## config.mk

```make
export PLATFORM = sky130hd
export DESIGN_NAME = temp_sample_sequencer
export DESIGN_NICKNAME = d
export VERILOG_FILES = /design/src/rtl/temp_sample_sequencer.sv
export SDC_FILE = /design/constraint.sdc
export NUM_CORES = 1
export LEC_CHECK = 0
export ABC_AREA = 1
export BUFFER_PORTS_ARGS = -buffer_cell sky130_fd_sc_hd__buf_2
export CAP_MARGIN = 20
export CORE_ASPECT_RATIO = 1.5
export CORE_MARGIN = 2
export CORE_UTILIZATION = 48
export CTS_BUF_LIST = sky130_fd_sc_hd__clkbuf_16
export DETAILED_ROUTE_END_ITERATION = 8
export GPL_TIMING_DRIVEN = 1
export PLACE_DENSITY = 0.88
export SLEW_MARGIN = 10
export SYNTH_ARGS = -nofsm -noshare
export SYNTH_HDL_FRONTEND = slang
export SYNTH_SLANG_ARGS = --single-unit
```

## constraint.sdc

```tcl
create_clock -name clk -period 2.35 [get_ports clk]
set_input_delay 0 -clock clk [delete_from_list [all_inputs] [get_ports clk]]
set_output_delay 0 -clock clk [all_outputs]
set_load 0.005 [all_outputs]
```

## src/rtl/temp_sample_sequencer.sv

```systemverilog
// Periodic temperature sampling sequencer: arms the timer, triggers sensor
// conversions, averages 2^AVG_LOG2 results and publishes them to status/display.
module temp_sample_sequencer #(
  parameter int unsigned AVG_LOG2 = 2,
  parameter int unsigned TIMEOUT  = 4096
) (
  input  logic        clk,
  input  logic        reset,
  input  logic        enable,
  input  logic [31:0] period,
  input  logic        clear_err,
  output logic        timer_start,
  output logic [31:0] timer_limit,
  input  logic        timer_done,
  output logic        temp_start,
  input  logic        temp_done,
  input  logic [15:0] temp_data,
  output logic [15:0] sample,
  output logic        sample_valid,
  output logic        seg_we,
  output logic [31:0] seg_wdata,
  output logic        busy,
  output logic        error
);

  localparam int unsigned ACC_W = 16 + AVG_LOG2;
  localparam int unsigned CNT_W = AVG_LOG2 + 1;
  localparam int unsigned TMO_W = (TIMEOUT > 1) ? $clog2(TIMEOUT) : 1;
  localparam logic [CNT_W-1:0] N_AVG    = CNT_W'(1 << AVG_LOG2);
  localparam logic [TMO_W-1:0] TMO_LAST = TMO_W'(TIMEOUT - 1);

  typedef enum logic [2:0] {
    S_IDLE,
    S_ARM,
    S_WAIT_T,
    S_CONV,
    S_WAIT_C
  } state_e;

  state_e             state_q, state_d;
  logic               timer_start_q, timer_start_d;
  logic [31:0]        timer_limit_q, timer_limit_d;
  logic               temp_start_q, temp_start_d;
  logic [15:0]        sample_q, sample_d;
  logic               sample_valid_q, sample_valid_d;
  logic               seg_we_q, seg_we_d;
  logic [31:0]        seg_wdata_q, seg_wdata_d;
  logic               busy_q, busy_d;
  logic               error_q, error_d;
  logic [ACC_W-1:0]   acc_q, acc_d;
  logic [CNT_W-1:0]   cnt_q, cnt_d;
  logic [TMO_W-1:0]   tmo_q, tmo_d;
  logic               timer_done_prev_q, timer_done_prev_d;
  logic               temp_done_prev_q, temp_done_prev_d;

  logic               timer_rise;
  logic               temp_rise;
  logic [ACC_W-1:0]   acc_sum;
  logic [CNT_W-1:0]   cnt_inc;

  // Rising-edge detection on done levels and the running sum/count candidates
  always_comb begin
    timer_rise = timer_done & ~timer_done_prev_q;
    temp_rise  = temp_done & ~temp_done_prev_q;
    acc_sum    = acc_q + ACC_W'(temp_data);
    cnt_inc    = cnt_q + CNT_W'(1);
  end

  // Next-state and registered-output logic
  always_comb begin
    state_d           = state_q;
    timer_start_d     = 1'b0;
    temp_start_d      = 1'b0;
    sample_valid_d    = 1'b0;
    seg_we_d          = 1'b0;
    timer_limit_d     = timer_limit_q;
    sample_d          = sample_q;
    seg_wdata_d       = seg_wdata_q;
    error_d           = error_q;
    acc_d             = acc_q;
    cnt_d             = cnt_q;
    tmo_d             = tmo_q;
    timer_done_prev_d = timer_done;
    temp_done_prev_d  = temp_done;

    if (clear_err) begin
      error_d = 1'b0;
    end

    if (!enable) begin
      state_d = S_IDLE;
      acc_d   = '0;
      cnt_d   = '0;
    end else begin
      case (state_q)
        S_IDLE: begin
          // Timer is armed on the way into ARM so its pulse lands one cycle after enable
          state_d       = S_ARM;
          timer_limit_d = period;
          timer_start_d = (period != 32'd0);
        end
        S_ARM: begin
          // A high timer_start_q means the arm already went out on entry from IDLE
          if (timer_start_q) begin
            state_d = S_WAIT_T;
          end else begin
            timer_limit_d = period;
            if (period != 32'd0) begin
              timer_start_d = 1'b1;
              state_d       = S_WAIT_T;
            end else begin
              temp_start_d = 1'b1;
              state_d      = S_CONV;
            end
          end
        end
        S_WAIT_T: begin
          if (timer_rise) begin
            temp_start_d = 1'b1;
            state_d      = S_CONV;
          end
        end
        S_CONV: begin
          tmo_d   = '0;
          state_d = S_WAIT_C;
        end
        S_WAIT_C: begin
          if (temp_rise) begin
            state_d = S_ARM;
            if (cnt_inc == N_AVG) begin
              sample_d       = 16'(acc_sum >> AVG_LOG2);
              seg_wdata_d    = {16'h0, 16'(acc_sum >> AVG_LOG2)};
              sample_valid_d = 1'b1;
              seg_we_d       = 1'b1;
              acc_d          = '0;
              cnt_d          = '0;
            end else begin
              acc_d = acc_sum;
              cnt_d = cnt_inc;
            end
          end else if (tmo_q == TMO_LAST) begin
            // Sensor timeout: discard the partial average and keep sampling
            error_d = 1'b1;
            acc_d   = '0;
            cnt_d   = '0;
            state_d = S_ARM;
          end else begin
            tmo_d = tmo_q + TMO_W'(1);
          end
        end
        default: state_d = S_IDLE;
      endcase
    end

    busy_d = (state_d != S_IDLE);
  end

  // State and output registers
  always_ff @(posedge clk or posedge reset) begin
    if (reset) begin
      state_q           <= S_IDLE;
      timer_start_q     <= 1'b0;
      timer_limit_q     <= '0;
      temp_start_q      <= 1'b0;
      sample_q          <= '0;
      sample_valid_q    <= 1'b0;
      seg_we_q          <= 1'b0;
      seg_wdata_q       <= '0;
      busy_q            <= 1'b0;
      error_q           <= 1'b0;
      acc_q             <= '0;
      cnt_q             <= '0;
      tmo_q             <= '0;
      timer_done_prev_q <= 1'b0;
      temp_done_prev_q  <= 1'b0;
    end else begin
      state_q           <= state_d;
      timer_start_q     <= timer_start_d;
      timer_limit_q     <= timer_limit_d;
      temp_start_q      <= temp_start_d;
      sample_q          <= sample_d;
      sample_valid_q    <= sample_valid_d;
      seg_we_q          <= seg_we_d;
      seg_wdata_q       <= seg_wdata_d;
      busy_q            <= busy_d;
      error_q           <= error_d;
      acc_q             <= acc_d;
      cnt_q             <= cnt_d;
      tmo_q             <= tmo_d;
      timer_done_prev_q <= timer_done_prev_d;
      temp_done_prev_q  <= temp_done_prev_d;
    end
  end

  assign timer_start  = timer_start_q;
  assign timer_limit  = timer_limit_q;
  assign temp_start   = temp_start_q;
  assign sample       = sample_q;
  assign sample_valid = sample_valid_q;
  assign seg_we       = seg_we_q;
  assign seg_wdata    = seg_wdata_q;
  assign busy         = busy_q;
  assign error        = error_q;

endmodule

```

==> flow_summary.toml <==
[run_status]
status = "finished clean"

[setup_path]
crit_path_top_delay_cell = "fa_1"
r2r-end = "acc_q[12]"
critPathMaxFanout = 3
cpPeakStageDelay_ns = 0.42
required_ns = 2.64
cp.arrival_ns = 2.32
ff2ff_setup_slack_ns = 0.32
cp_top_family = "simple AND/OR/NAND/NOR gates"
cpMostUsedCell = "nand2_1"
path_buf_inv = 1
reg2reg_depth = 11
critical_path_class = "reg -> reg"
start_kind = "register"
crit_chain = "ha_1 > fa_1 > nand3_1 > nand2_1 > nand2_1 > nand2_1 > a21oi_1 > inv_1 > nand2_1 > nand3_1 > nand2_1"
crit_path_end_kind = "register"
r2r-start = "acc_q[0]"

[global_routing]
grt_usage_pct = 23.43
grt_max_degree = 63
gr-usage-met3_pct = 4.837
grt-ovfl-total = 0
antenna_found_initial = 0
grtUsageMet1_pct = 24.55
grt_use_met2_pct = 42.72
grt_pass1_vias = 4667
grt_busiest_layer = "met2"
grt_pass1_wl_mm = 20.99

[yosys]
synth_cells = 630
synth_cell_types = 38
synth-seq-cells = 91
syn-cell-area_um2 = 5129
yosysSeqAreaShare_pct = 44.40
avgSynthCellArea_um2 = 8.141
ys_warn_count = 0

[power]
irDropWorstVdd_mv = 0.5414
total_leakage_power_nw = 3.485
power_density_nw_per_um2 = 691.2

[hold_path]
worst_hold_path.endpoint = "acc_q[0]"
hp-start = "temp_data[0]"
hold_class = "in -> reg"
hold_path_depth = 4

[placement]
dpl_worst_slack_ns = 0.4006
gp_congestion = 0.8989
place_area_um2 = 5695
io_buffer_count = 123
dpl.hpwl_mm = 8.875

[sta]
hold_violations = 0
post-route-period-util_pct = 86.54
tightest_slew_ns = 0.5551
setup_viol_count_final = 0
period_minus_slack_ns = 2.034
tns_ns = 0
fin_ws_ns = 0.3163
fin_worst_skew_ns = 0.01025
rsz0062_at_grt = "no"
fmaxAchievable_mhz = 491.7
slew_viol_final = 0
max_slew_margin_pct = 62.71

[clock_network]
cts_setup_buffers = 0
clk_latency_ns = 0.35
cts_tree = "yes"
holdBufCountCts = 37
clockBufferDepth = 2
cts_made_buffers = 9
cts_sinks = 91
cts_root_buf = "clkbuf_16"
h-tree-depth = 3
cts_resized = 0
clk_pin_slew_ns = 0.07

[final_layout]
drive_above_1_share_pct = 23.46
nets = 849
areaGrowthSynthToFinish_pct = 24.27
diodes = 0
final_cell_area_um2 = 6374

[die]
fp.dieArea_um2 = 11540
rows = 46
start_util_pct = 48.96
io_pins = 140
die_x_um = 88.40
coreArea_um2 = 10480
fp.dieH_um = 130.6

[route]
via_per_inst = 5.053
drtPass1Iterations = 4
ant_nets = 0
drc = 0
drt_iter0_markers = 212
wire_per_inst_um = 13.82
totalWireLength_mm = 12.77
num_vias = 4669

[job]
max_cap_viol_count = 0
final cells by class:
type / instances / area, um^2
clock buffer: 9 / 225.2
timing repair buffer: 166 / 1044
sequential: 91 / 2277
clock inverter: 7 / 82.58
inverter: 66 / 256.5
fill: 931 / 4101
multi-input combinational: 441 / 2308
tap: 144 / 180.2
metal layers:
metal  up-vias  routed length, um
li1       2269                  -
met1      2184               4695
met2       167               6857
met3        49                632
met4         0                588
met5         -                  0
registers in the layout, summed over array words and instances (netlist names):
name	count
tmo_q	12
temp_start	1
busy	1
error	1
timer_limit	32
acc_q	18
timer_start	1
temp_done_prev_q	1
sample	16
cnt_q	3
seg_we	1
state_q	3
timer_done_prev_q	1
worst max path at each step:
stage	startpoint	to	slack, ns	cells after the start
2_1_floorplan	acc_q[0]	sample[10]	0.61	10
6_report	acc_q[0]	acc_q[12]	0.32	11
5_1_grt	acc_q[0]	sample[10]	0.20	11
3_5_place_dp	tmo_q[0]	cnt_q[2]	0.40	11
3_3_place_gp	tmo_q[0]	cnt_q[2]	0.46	11
4_1_cts	acc_q[0]	sample[10]	0.34	11
cell families after synthesis:
logic type,synth area share [%]
other,0.07312
AOI/OAI and AO/OA,7.782
DFF,44.40
adders and majority gates,5.026
xor gates and xnor gates,2.049
muxes,3.074
buffers and inverters,11.69
and+or+nand+nor,25.91
cell usage after synthesis (all sizes together):
cell type	instances	area (um^2)
a21oi	21	105.1
and2	1	6.260
ha	19	237.7
o22ai	1	6.260
o21ai	39	232.7
a31o	3	26.28
o31ai	1	7.510
mux2	14	157.7
nand4	9	56.30
nand2	195	742.0
inv	66	252.8
a31oi	1	6.260
xor2	9	78.83
xnor2	3	26.28
nor2	41	171.4
conb	1	3.750
dfrtp	91	2277
or2	1	6.260
nand3b	4	30.03
buf	44	335.3
nand3	57	285.3
nor3	4	31.28
clkbuf	3	11.26
fa	1	20.02
o21a	1	15.01
metrics by stage:
stage / hold slack, ns / util (%) / total power (W) / std cells
global route: 0.05281 / 60.85 / 0.004626 / 924
finish: 0.03045 / 60.85 / 0.004405 / 924
global placement: 0.1223 / 54.37 / 0.002811 / 871
CTS: 0.02894 / 60.85 / 0.004411 / 924
floorplan: 0.03143 / - / 0.002495 / 645
detailed placement: 0.1234 / 54.37 / 0.002851 / 871
cell usage in the layout, fill, tap and decap left out, types with 2 or more instances in the layout:
master / count
o21ai_0: 28
nand2_1: 193
a21oi_1: 21
clkbuf_16: 9
dlygate4sd3_1: 37
inv_8: 2
xnor2_1: 3
ha_1: 19
clkinvlp_4: 2
nor3_1: 3
inv_1: 59
conb_1: 16
xor2_1: 9
nor2_4: 2
mux2_2: 10
buf_4: 5
dfrtp_1: 91
nor2_1: 38
nand4_1: 9
a31o_2: 3
buf_2: 123
nand3_1: 57
inv_2: 5
mux2_1: 4
o21ai_2: 10
inv_6: 3
nand3b_1: 4
power by group:
| group | switching (W) | leakage [nW] | internal, W |
|---|---|---|---|
| Sequential | 0.000154 | 1.18 | 0.00181 |
| Clock | 0.000656 | 0.150 | 0.000845 |
| Combinational | 0.000508 | 2.15 | 0.000431 |
worst min-delay path, delay by kind of cell:
family	cells	cell delay, ns
buf+inv	1	0.09
fa+ha+maj	1	0.13
simple gates	2	0.12
(Power assumes the default switching activity.)
